$ cat src/rtl/m4_rr_arbiter_if.sv
// Request/grant bundle between the four m4 requesters and the round-robin arbiter.
// master = requester side (drives req), slave = arbiter side (drives grant and select).
interface m4_rr_arbiter_if #(
    parameter int CW = 4
);
    logic [3:0]    req;
    logic [3:0]    gnt;
    logic          sel1;
    logic          sel2;
    logic          busy;
    logic [CW-1:0] hold_cnt;

    modport master (output req, input gnt, input sel1, input sel2, input busy, input hold_cnt);
    modport slave  (input req, output gnt, output sel1, output sel2, output busy, output hold_cnt);
endinterface

$ cat src/rtl/m4_rr_arbiter.sv
// Round-robin arbiter sharing the 4-to-1 mux m4 between four requesters, with a hold limit.
// Optional build macro M4ARB_PARK_EN: when idle, sel1/sel2 stay parked on the last owner.
module m4_rr_arbiter #(
    parameter int MAX_HOLD = 8,
    parameter int CW       = 4
) (
    input  logic            clk,
    input  logic            rst_n,
    m4_rr_arbiter_if.slave  bus
);
    typedef enum logic {IDLE = 1'b0, GRANT = 1'b1} state_e;

    localparam logic [CW-1:0] MAX_C = CW'(MAX_HOLD);
    localparam logic [CW-1:0] SAT_C = {CW{1'b1}};

    state_e        state_q, state_d;
    logic [3:0]    gnt_q, gnt_d;
    logic [1:0]    sel_q, sel_d;
    logic [1:0]    ptr_q, ptr_d;
    logic          busy_q, busy_d;
    logic [CW-1:0] hold_q, hold_d;

    logic [3:0]    cand_s;
    logic [2:0]    win_s;
    logic          keep_s;
    logic          own_s;
    logic          others_s;
    logic          expired_s;

    // First set bit of r searching upward from p+1; the pointer position itself ranks last.
    function automatic logic [2:0] pick(input logic [3:0] r, input logic [1:0] p);
        logic [2:0] res;
        logic [1:0] idx;
        res = 3'b000;
        for (int i = 4; i >= 1; i--) begin
            idx = p + 2'(i);
            if (r[idx]) begin
                res = {1'b1, idx};
            end else begin
                res = res;
            end
        end
        return res;
    endfunction

    // Next-state: keep, rotate or release the grant; ptr doubles as the current owner index.
    always_comb begin
        state_d   = state_q;
        gnt_d     = gnt_q;
        ptr_d     = ptr_q;
        hold_d    = hold_q;
        keep_s    = 1'b0;
        cand_s    = bus.req;
        own_s     = bus.req[ptr_q];
        others_s  = |(bus.req & ~(4'b0001 << ptr_q));
        expired_s = (MAX_HOLD != 0) && (hold_q >= MAX_C);
        case (state_q)
            IDLE: begin
                cand_s = bus.req;
            end
            GRANT: begin
                if (own_s && !expired_s) begin
                    keep_s = 1'b1;
                    hold_d = (hold_q == SAT_C) ? hold_q : hold_q + {{(CW-1){1'b0}}, 1'b1};
                end else if (own_s && !others_s) begin
                    keep_s = 1'b1;
                end else begin
                    cand_s = bus.req & ~(4'b0001 << ptr_q);
                end
            end
            default: begin
                cand_s = 4'b0000;
            end
        endcase

        win_s = pick(cand_s, ptr_q);
        if (keep_s) begin
            state_d = GRANT;
        end else if (win_s[2]) begin
            state_d = GRANT;
            gnt_d   = 4'b0001 << win_s[1:0];
            ptr_d   = win_s[1:0];
            hold_d  = {{(CW-1){1'b0}}, 1'b1};
        end else begin
            state_d = IDLE;
            gnt_d   = 4'b0000;
            hold_d  = {CW{1'b0}};
        end

        busy_d = |gnt_d;
        if (gnt_d != 4'b0000) begin
            sel_d = ptr_d;
        end else begin
`ifdef M4ARB_PARK_EN
            sel_d = sel_q;
`else
            sel_d = 2'b00;
`endif
        end
    end

    // State and registered outputs; rr pointer resets to 3 so req[0] is searched first.
    always_ff @(posedge clk) begin
        if (!rst_n) begin
            state_q <= IDLE;
            gnt_q   <= 4'b0000;
            sel_q   <= 2'b00;
            ptr_q   <= 2'd3;
            busy_q  <= 1'b0;
            hold_q  <= {CW{1'b0}};
        end else begin
            state_q <= state_d;
            gnt_q   <= gnt_d;
            sel_q   <= sel_d;
            ptr_q   <= ptr_d;
            busy_q  <= busy_d;
            hold_q  <= hold_d;
        end
    end

    assign bus.gnt      = gnt_q;
    assign bus.sel1     = sel_q[1];
    assign bus.sel2     = sel_q[0];
    assign bus.busy     = busy_q;
    assign bus.hold_cnt = hold_q;
endmodule

$ cat src/flat_wrapper.sv
// flat-port wrapper written by rule: the top's interface ports become plain ports
module m4_rr_arbiter_flat 
#(
    parameter int MAX_HOLD = 8,
    parameter int CW       = 4
)
  (clk, rst_n, bus_req, bus_gnt, bus_sel1, bus_sel2, bus_busy, bus_hold_cnt);
  m4_rr_arbiter_if #(.CW(CW)) bus_i ();
  input  logic clk;
  input  logic rst_n;
  input wire logic [$bits(bus_i.req)-1:0] bus_req;
  output wire logic [$bits(bus_i.gnt)-1:0] bus_gnt;
  output wire logic [$bits(bus_i.sel1)-1:0] bus_sel1;
  output wire logic [$bits(bus_i.sel2)-1:0] bus_sel2;
  output wire logic [$bits(bus_i.busy)-1:0] bus_busy;
  output wire logic [$bits(bus_i.hold_cnt)-1:0] bus_hold_cnt;
  assign bus_i.req = bus_req;
  assign bus_gnt = bus_i.gnt;
  assign bus_sel1 = bus_i.sel1;
  assign bus_sel2 = bus_i.sel2;
  assign bus_busy = bus_i.busy;
  assign bus_hold_cnt = bus_i.hold_cnt;
  m4_rr_arbiter #(.MAX_HOLD(MAX_HOLD), .CW(CW)) u_core (.clk(clk), .rst_n(rst_n), .bus(bus_i));
endmodule
$ cat config.mk
export PLATFORM = sky130hd
export DESIGN_NAME = m4_rr_arbiter_flat
export DESIGN_NICKNAME = d
export VERILOG_FILES = /design/src/rtl/m4_rr_arbiter_if.sv /design/src/rtl/m4_rr_arbiter.sv /design/src/flat_wrapper.sv
export SDC_FILE = /design/constraint.sdc
export NUM_CORES = 1
export LEC_CHECK = 0
export ABC_CLOCK_PERIOD_IN_PS = 6200
export CAP_MARGIN = 20
export CORE_MARGIN = 2
export CORE_UTILIZATION = 35
export CTS_BUF_LIST = sky130_fd_sc_hd__clkbuf_16
export DETAILED_ROUTE_END_ITERATION = 10
export SYNTH_ARGS = -nofsm -noshare
export SYNTH_HDL_FRONTEND = slang
export SYNTH_SLANG_ARGS = --single-unit
$ cat constraint.sdc
create_clock -name clk -period 6.2 [get_ports clk]
set_input_delay 1.24 -clock clk [delete_from_list [all_inputs] [get_ports clk]]
set_output_delay 1.24 -clock clk [all_outputs]
set_load 0.1 [all_outputs]
==> implementation parameters <==
Parameter                              Value

Synthesis
  Async SR Flop Fraction    0%
  Avg Cell Area, Syn    8.46 um^2
  Cell count after synthesis    127
  Cell variety after synth    47
  Cell area after technology mapping    1070 um^2
  Synth Net Count    139
  Synth Warn #    0
  Seq/Total Area, Yosys    26.1%
  Flop and latch count out of synthesis    14
  Top FF cell, synth    sky130_fd_sc_hd__dfxtp_1
  Number of synthesized flops with an enable pin    0

Final layout
  Final std cell area, no fill    1330 um^2
  Fill cell count    306
  Ratio of cells with drive above 1 in the final layout    11.3%
  Post-route insts no fill    175
  Register Area    280 um^2
  Total area of multi-input combinational cells    741 um^2
  Post-layout nets    156
  # diodes    0
  Layout overhead on the synthesized area    23.5%

Power
  Peak ir drop on the vdd network    214 uV
  Leakage Power    0.506 nW
  Power per unit of standard cell area    401 nW/um^2
  Power after layout    0.000532 W

Routing
  Number of detailed-routing iterations run before antenna repair    4
  Starting DRC count in detailed routing    35
  Routed length per placed instance    14.8 um
  Remaining design rule violation count    0
  Vias per cell    5.93
  Vias after detailed routing    1037
  Number of nets with antenna violations after routing    0
  Total wirelength of the detailed-routed design    2600 um

STA
  Aggregate negative setup slack    0 ns
  Final count of pins violating max slew    0
  Slew margin rel.    35.0%
  Minimum clock period after layout    3.22 ns
  Worst clock skew    0.00250 ns
  Total count of hold-check failures in the final report    0
  Final critical-path share of the clock period    52.0%
  Worst Max-Slew Pin Slew    0.971 ns
  Setup violations, final    0
  RSZ-0062 raised after global routing    false
  Fmax    0.310 GHz

CTS
  Cell at the root of the clock tree    sky130_fd_sc_hd__clkbuf_16
  Clk pin slew, worst setup/hold paths    0.04 ns
  Clock buffer count from CTS    3
  Post-cts hold buffer count    0
  Clock latency on the worst-skew pair    0.24 ns
  Number of setup buffers added after CTS    0
  Cells resized by post-CTS repair    0
  CTS tree    built
  Count of H-tree levels built during CTS    1
  Clock sink count    14
  Buffers from clock root to sink, at most    2

Status
  Status    finished clean

Setup path
  Critical Path RT    6.33 ns
  Category of the worst setup path launch point    input port
  Highest net fanout along the worst path    6
  Arrival time at the worst endpoint    3.35 ns
  Critical path type    in -> reg
  Kind of end point of the critical path    register

Placement
  Post-DP HPWL    2030 um
  Standard cell area after detailed placement    1250 um^2
  Placed Cells incl. Taps    172
  Buffers on Ports    16
  Placer's final routability congestion estimate    0.948

Die
  Standard-cell row count    20
  Core outline area    2980 um^2
  Starting density of the core    36.1%
  Die outline area    3530 um^2
  Die Span Y    59.4 um
  Overall die width    59.4 um
  Top-Level Pins    17

GRT
  Antenna violations before repair    0
  Via count of the first global-routing pass    1015
  GR Util All Layers    16.4%
  Wire length of the first global-routing pass    4460 um
  Pin count of the biggest net entering global routing    17
  Remaining Overflow, GRT    0

Job
  MaxCap Viol Count    0

Worst hold path
  HP Class    reg -> reg
-- layout make-up --
class	count	area share (%)
inverter	8	2.26
multi-input combinational	101	55.8
clock buffer	3	5.66
timing repair buffer	16	12.1
tap	33	3.11
sequential	14	21.1
-- routing by layer --
layer	vias up	GRT usage, %	share of wire, %
met5	-	0	0
met4	0	9.09	2.3
met3	6	3.06	3.5
met2	31	25.1	48
met1	478	21.6	46
li1	522	-	-
-- logic make-up after synthesis --
family,synth area share [%]
buffers and inverters,5.01
AND/OR/NAND/NOR,28.2
XOR/XNOR,1.63
flip-flops,26.1
adder cells (fa/ha/maj),6.98
multiplexers,4.77
AO/OA/AOI/OAI,27.4
-- final timing paths --
| check | start | to | slack (ns) | cells after the start |
|---|---|---|---|---|
| hold / removal | u_core.bus.gnt[3]$_SDFF_PN0_ | u_core.bus.gnt[3]$_SDFF_PN0_ | 0.48 | 2 |
| setup / recovery | bus_req[2] | u_core.bus.gnt[0]$_SDFF_PN0_ | 2.98 | 7 |
| hold reg to reg | u_core.bus.gnt[3]$_SDFF_PN0_ | u_core.bus.gnt[3]$_SDFF_PN0_ | 0.48 | 2 |
| setup reg to reg | u_core.ptr_q[0]$_SDFF_PN1_ | u_core.bus.gnt[0]$_SDFF_PN0_ | 3.45 | 8 |
-- stage by stage --
step | util (%) | hold slack, ns | setup WS [ns]
after floorplan | - | 0.653 | 3.48
after global placement | 42.1 | 0.477 | 2.75
after detailed placement | 42.1 | 0.479 | 2.77
after CTS | 44.6 | 0.489 | 3.00
after global routing | 44.6 | 0.515 | 2.85
final | 44.6 | 0.480 | 2.98
-- power by group --
part | internal [W] | switching (W)
Clock | 0.0000839 | 0.0000318
Combinational | 0.0000922 | 0.000192
Sequential | 0.000108 | 0.0000239
-- flip-flops by register name (all words and copies together), names as in the netlist --
register             count
u_core.state_q           1
u_core.bus.busy          1
u_core.sel_q             2
u_core.bus.gnt           4
u_core.ptr_q             2
u_core.bus.hold_cnt      4
-- synth_stat cells, types with 2 or more instances --
cell                       number  area share, %
sky130_fd_sc_hd__nand3b_1       4            2.8
sky130_fd_sc_hd__inv_1          8            2.8
sky130_fd_sc_hd__nand2_1       10            3.5
sky130_fd_sc_hd__dfxtp_1       14             26
sky130_fd_sc_hd__ha_1           6            7.0
sky130_fd_sc_hd__nor4_1         3            1.7
sky130_fd_sc_hd__a21oi_1        5            2.3
sky130_fd_sc_hd__o22a_1         2            1.6
sky130_fd_sc_hd__nand4_1        4            2.3
sky130_fd_sc_hd__a32o_1         2            1.9
sky130_fd_sc_hd__o21ai_0        2           0.93
sky130_fd_sc_hd__nor3_1         3            1.4
sky130_fd_sc_hd__nor2_1         5            1.7
sky130_fd_sc_hd__a211o_1        2            1.6
sky130_fd_sc_hd__nand2b_1       4            2.3
sky130_fd_sc_hd__a31oi_1        2            1.2
sky130_fd_sc_hd__and3_1         2            1.2
sky130_fd_sc_hd__mux2_4         2            2.8
sky130_fd_sc_hd__xor2_1         2            1.6
sky130_fd_sc_hd__o31ai_1        2            1.4
sky130_fd_sc_hd__o22ai_2        2            2.3
sky130_fd_sc_hd__clkbuf_1       2           0.70
sky130_fd_sc_hd__nand3_1       14            6.5
sky130_fd_sc_hd__a31o_2         2            1.6
-- worst max-delay path: stages --
cell and delay (ns):
sky130_fd_sc_hd__clkdlybuf4s50_1 0.50, sky130_fd_sc_hd__mux2_4 0.34, sky130_fd_sc_hd__o22a_1 0.27, sky130_fd_sc_hd__nand3_1 0.25, sky130_fd_sc_hd__o221ai_2 0.18, sky130_fd_sc_hd__a211o_1 0.32
sky130_fd_sc_hd__a32o_1 0.26
-- cells in the final DEF (no fill, tap or decap), types with 2 or more instances in the layout --
| cell type | netlist | layout |
|---|---|---|
| sky130_fd_sc_hd__clkdlybuf4s50_1 | 0 | 16 |
| sky130_fd_sc_hd__a32o_1 | 2 | 2 |
| sky130_fd_sc_hd__clkbuf_16 | 0 | 3 |
| sky130_fd_sc_hd__nor2_1 | 5 | 5 |
| sky130_fd_sc_hd__nor4_1 | 3 | 3 |
| sky130_fd_sc_hd__xor2_1 | 2 | 2 |
| sky130_fd_sc_hd__nand4_1 | 4 | 4 |
| sky130_fd_sc_hd__inv_1 | 8 | 8 |
| sky130_fd_sc_hd__o22a_1 | 2 | 2 |
| sky130_fd_sc_hd__nor3_1 | 3 | 3 |
| sky130_fd_sc_hd__mux2_4 | 2 | 2 |
| sky130_fd_sc_hd__a31oi_1 | 2 | 2 |
| sky130_fd_sc_hd__nand3b_1 | 4 | 4 |
| sky130_fd_sc_hd__a211o_1 | 2 | 2 |
| sky130_fd_sc_hd__nand2b_1 | 4 | 4 |
| sky130_fd_sc_hd__nand2_1 | 10 | 10 |
| sky130_fd_sc_hd__ha_1 | 6 | 6 |
| sky130_fd_sc_hd__o22ai_2 | 2 | 2 |
| sky130_fd_sc_hd__o31ai_1 | 2 | 2 |
| sky130_fd_sc_hd__dfxtp_1 | 14 | 14 |
| sky130_fd_sc_hd__a21oi_1 | 5 | 5 |
| sky130_fd_sc_hd__a31o_2 | 2 | 2 |
| sky130_fd_sc_hd__nand3_1 | 14 | 14 |
| sky130_fd_sc_hd__and3_1 | 2 | 2 |
| sky130_fd_sc_hd__o21ai_0 | 2 | 2 |
Power figures use the tool's default switching activity.
==> RTL change 1: new RTL, same flow settings <==
Add a define of `M4ARB_PARK_EN`.
--- a/src/rtl/m4_rr_arbiter.sv
+++ b/src/rtl/m4_rr_arbiter.sv
@@ -1,5 +1,7 @@
 // Round-robin arbiter sharing the 4-to-1 mux m4 between four requesters, with a hold limit.
 // Optional build macro M4ARB_PARK_EN: when idle, sel1/sel2 stay parked on the last owner.
+`define M4ARB_PARK_EN
+
 module m4_rr_arbiter #(
     parameter int MAX_HOLD = 8,
     parameter int CW       = 4
Formal check against the unedited RTL: not equivalent (a bounded check fails within 4 cycles, from zero or initial values and one cycle with rst_n low).
==> RTL change 1 against the unedited design <==
- sequential cell count is the same
- count of clock-buffer cells in the layout did not move
- setup slack worse by 400 ps
- first-iteration DRC count shrank 20%
- sequential power shrank 5%
- total power down 8.1%
- final cell count decreased by 6.3%
- wire length fell by 5.7%
- area after synthesis is 7.7% lower
- final area down 5.2%
- critical path type unchanged
- critical endpoint is now u_core.sel_q[0]
==> RTL change 1: results <==
{
  "outcome": "finished, final reports clean",
  "pg_clk_uw": 120,
  "whs_ps": 510,
  "clkTransAtPathRegs_ps": 50,
  "synth_nets": 128,
  "yosysSeqAreaShare_pct": 28.2,
  "drt-pass1-iter-count": 4,
  "hold_start": "u_core.bus.gnt[1]",
  "crit_fanout": 10,
  "initialDrtViolationCount": 28,
  "synth_cell_types": 42,
  "power_uw": 489,
  "grt_max_degree": 15,
  "track_usage_pct": 15.7,
  "internal_power_uw": 267,
  "r2r_cells": 9,
  "wl_mm": 2.45,
  "worst_slew_pin_slew_ps": 976,
  "clockBufferDepth": 2,
  "r2r_start": "u_core.ptr_q[0]",
  "gp_congestion": 0.813,
  "p_leak_nw": 0.513,
  "cp.arrival_ps": 3720,
  "final_nets": 146,
  "stdcell_area_um2": 1260,
  "post_cts_buffers": 0,
  "cts_resized": 0,
  "worstHoldEndpoint": "u_core.bus.gnt[1]",
  "grt_pass1_vias": 882,
  "yosys-top-cells-area": "dfxtp_1, ha_1, nand2_1, nor2b_1, nand3_1",
  "finalClockSkew_ps": 4.64,
  "drive_gt1_share_pct": 7.52,
  "power_frac_seq_pct": 25.6,
  "hpwl_mm": 1.81,
  "die-area_um2": 3280,
  "reg2reg_slack_ps": 3390,
  "diodes": 0,
  "yosysWarningCount": 0,
  "placed_cell_area_um2": 1180,
  "synthTopCellsByCount": "dfxtp_1, nand2_1, inv_1, nand3_1",
  "via_per_inst": 5.73,
  "grt_pass1_wl_mm": 4.03,
  "vdd_drop_max_mv": 0.316,
  "r2r-end": "u_core.bus.gnt[3]",
  "nFillCells": 272
}
-- RTL change 1: logic make-up after synthesis --
family,after synthesis,share of synthesized area (%)
and+or+nand+nor,46,25.6
AOI/OAI and AO/OA,34,27.5
DFF,14,28.2
buffers and inverters,10,3.78
adders and majority gates,6,7.57
muxes,4,5.55
xor gates and xnor gates,2,1.77
-- RTL change 1: per-stage QoR --
stage                     instances  worst slack (ps)
final                           164              2580
after global routing            164              2480
after CTS                       164              2600
after detailed placement        160              2360
after global placement          160              2390
after floorplan                 116              3100
-- RTL change 1: area by class of cell --
class | count | area [um^2] | area share (%)
clock buffers | 3 | 75.1 | 5.96
repair buffers | 16 | 160 | 12.7
clock inverters | 1 | 3.75 | 0.298
inverters | 7 | 26.3 | 2.09
well taps | 31 | 38.8 | 3.08
flip-flops and latches | 14 | 280 | 22.3
multi-input cells | 92 | 674 | 53.6
-- RTL change 1: metal layers --
layer / vias up / global-route usage (%) / part of all wire (%)
met3: 6 / 2.95 / 3.6
met2: 19 / 23.8 / 46
met5: - / 0 / 0
met4: 0 / 6.64 / 1.6
li1: 470 / - / -
met1: 445 / 21.8 / 49
-- RTL change 1: worst max-delay path: stages --
cell and delay, ps:
clkdlybuf4s50_1 510, mux4_2 610, or3_4 390, a2111o_1 500, a21boi_0 220, o21ai_0 210
a31oi_1 60
-- RTL change 1: worst max path at each step --
stage,start,endpoint,depth (start not counted)
finish,bus_req[0],u_core.sel_q[0],7
detailed placement,bus_req[0],u_core.sel_q[0],7
CTS,bus_req[0],u_core.sel_q[0],7
global placement,bus_req[0],u_core.sel_q[1],7
floorplan,bus_req[3],u_core.sel_q[0],6
global route,bus_req[0],u_core.sel_q[0],7
==> RTL change 2: new RTL, same flow settings <==
Made on the original files. Make the reset (`rst_n`) asynchronous in one clocked block.
--- a/src/rtl/m4_rr_arbiter.sv
+++ b/src/rtl/m4_rr_arbiter.sv
@@ -100,7 +100,7 @@
     end
 
     // State and registered outputs; rr pointer resets to 3 so req[0] is searched first.
-    always_ff @(posedge clk) begin
+    always_ff @(posedge clk or negedge rst_n) begin
         if (!rst_n) begin
             state_q <= IDLE;
             gnt_q   <= 4'b0000;
Function: differs if rst_n is asserted again (counterexample within 4 cycles, from zero or initial values and one cycle with rst_n low); with rst_n held inactive, the same outputs for 10 cycles.
==> RTL change 2 against the unedited design <==
- clock skew barely moved
- setup slack worse by 220 ps
- area after synthesis grew 18%
- first-iteration DRC count rose to 2.7 times the old value
- final area up 15%
- sequential cell count is the same
- wire length up 16%
- via count grew 8.0%
- sequential share of layout area up 2.1 points
- critical path depth grew 1
Power is not shown: default switching activity piles up to over one toggle a cycle in this logic, so the estimate is an artifact.
==> RTL change 2: results <==
{
  "wl_met1_mm": 1.43,
  "synth_nets": 147,
  "gp_congestion": 0.863,
  "synth_cell_types": 56,
  "grtUsageMet2_pct": 24.1,
  "finalClockSkew_ps": 2.19,
  "dr_total_vias": 1120,
  "wl_per_cell_um": 15.4,
  "yosysSeqAreaShare_pct": 27.9,
  "cts_hold_buf": 0,
  "hold_viol": 0,
  "grt_max_degree": 24,
  "cp.arrival_ps": 3590,
  "placed_cell_area_um2": 1440,
  "track_usage_pct": 15.6,
  "groute.layer.met1.usage_pct": 23.2,
  "worst_slew_pin_slew_ps": 972,
  "synthTopCellsByCount": "dfrtp_1, nand2_1, nand3_1",
  "yosys-top-cells-area": "dfrtp_1, ha_1, dfstp_2, nand3_1, nand2_1",
  "drive_gt1_share_pct": 17.4,
  "outcome": "finished, final reports clean",
  "hpwl_mm": 2.28,
  "met3_length_um": 154,
  "highest_layer": "met3",
  "crit_fanout": 5,
  "grtUsageMet3_pct": 2.82,
  "wl_met2_mm": 1.42,
  "synthArstFlopShare_pct": 100,
  "final_nets": 162,
  "initialDrtViolationCount": 96,
  "dp_slack_ps": 2550,
  "grt_pass1_wl_mm": 5.26
}
[RTL change 2: area by class of cell]
class                           instances  area, um^2
Clock inverter                          1        3.75
Inverter                                7        26.3
Fill cell                             321        1870
Multi-Input combinational cell        108         845
Tap cell                               46        57.6
Sequential cell                        14         353
Clock buffer                            3        75.1
Timing Repair Buffer                   16         160
[RTL change 2: path summary, 6_finish.rpt]
kind	start	end	slack (ps)	depth (start not counted)
setup / recovery	bus_req[3]	u_core.bus.gnt[0]	2750	8
hold / removal	u_core.bus.gnt[0]	u_core.bus.gnt[0]	530	2
setup reg to reg	u_core.ptr_q[0]	u_core.sel_q[0]	3040	9
hold reg to reg	u_core.bus.gnt[0]	u_core.bus.gnt[0]	530	2
max in group asynchronous	rst_n	u_core.state_q	4430	1
min in group asynchronous	rst_n	u_core.bus.hold_cnt[3]	1380	1
[RTL change 2: worst max-delay path, stage by stage]
cell and delay (ps):
clkdlybuf4s50_1 480, or2b_1 270, a311oi_2 150, nor4_2 510
mux2i_4 140, o41ai_4 440, nor3_1 90, o31ai_1 260
[RTL change 2: metrics by stage]
| stage | utilization, % | std cells |
|---|---|---|
| 3_5_place_dp | 42.5 | 191 |
| 3_3_place_gp | 42.5 | 191 |
| 6_report | 44.9 | 195 |
| 2_1_floorplan | - | 135 |
| 5_1_grt | 44.9 | 195 |
| 4_1_cts | 44.9 | 195 |
[RTL change 2: logic make-up (layout without fill, tap and decap cells)]
group                      Yosys count  after routing  share of synthesized area (%)
and+or+nand+nor                     58             58                           28.3
xor gates and xnor gates             2              2                           1.39
muxes                                5              5                           5.84
buffers and inverters               13             27                           5.25
AOI/OAI and AO/OA                   37             37                           25.3
adders and majority gates            6              6                           5.94
DFF                                 14             14                           27.9
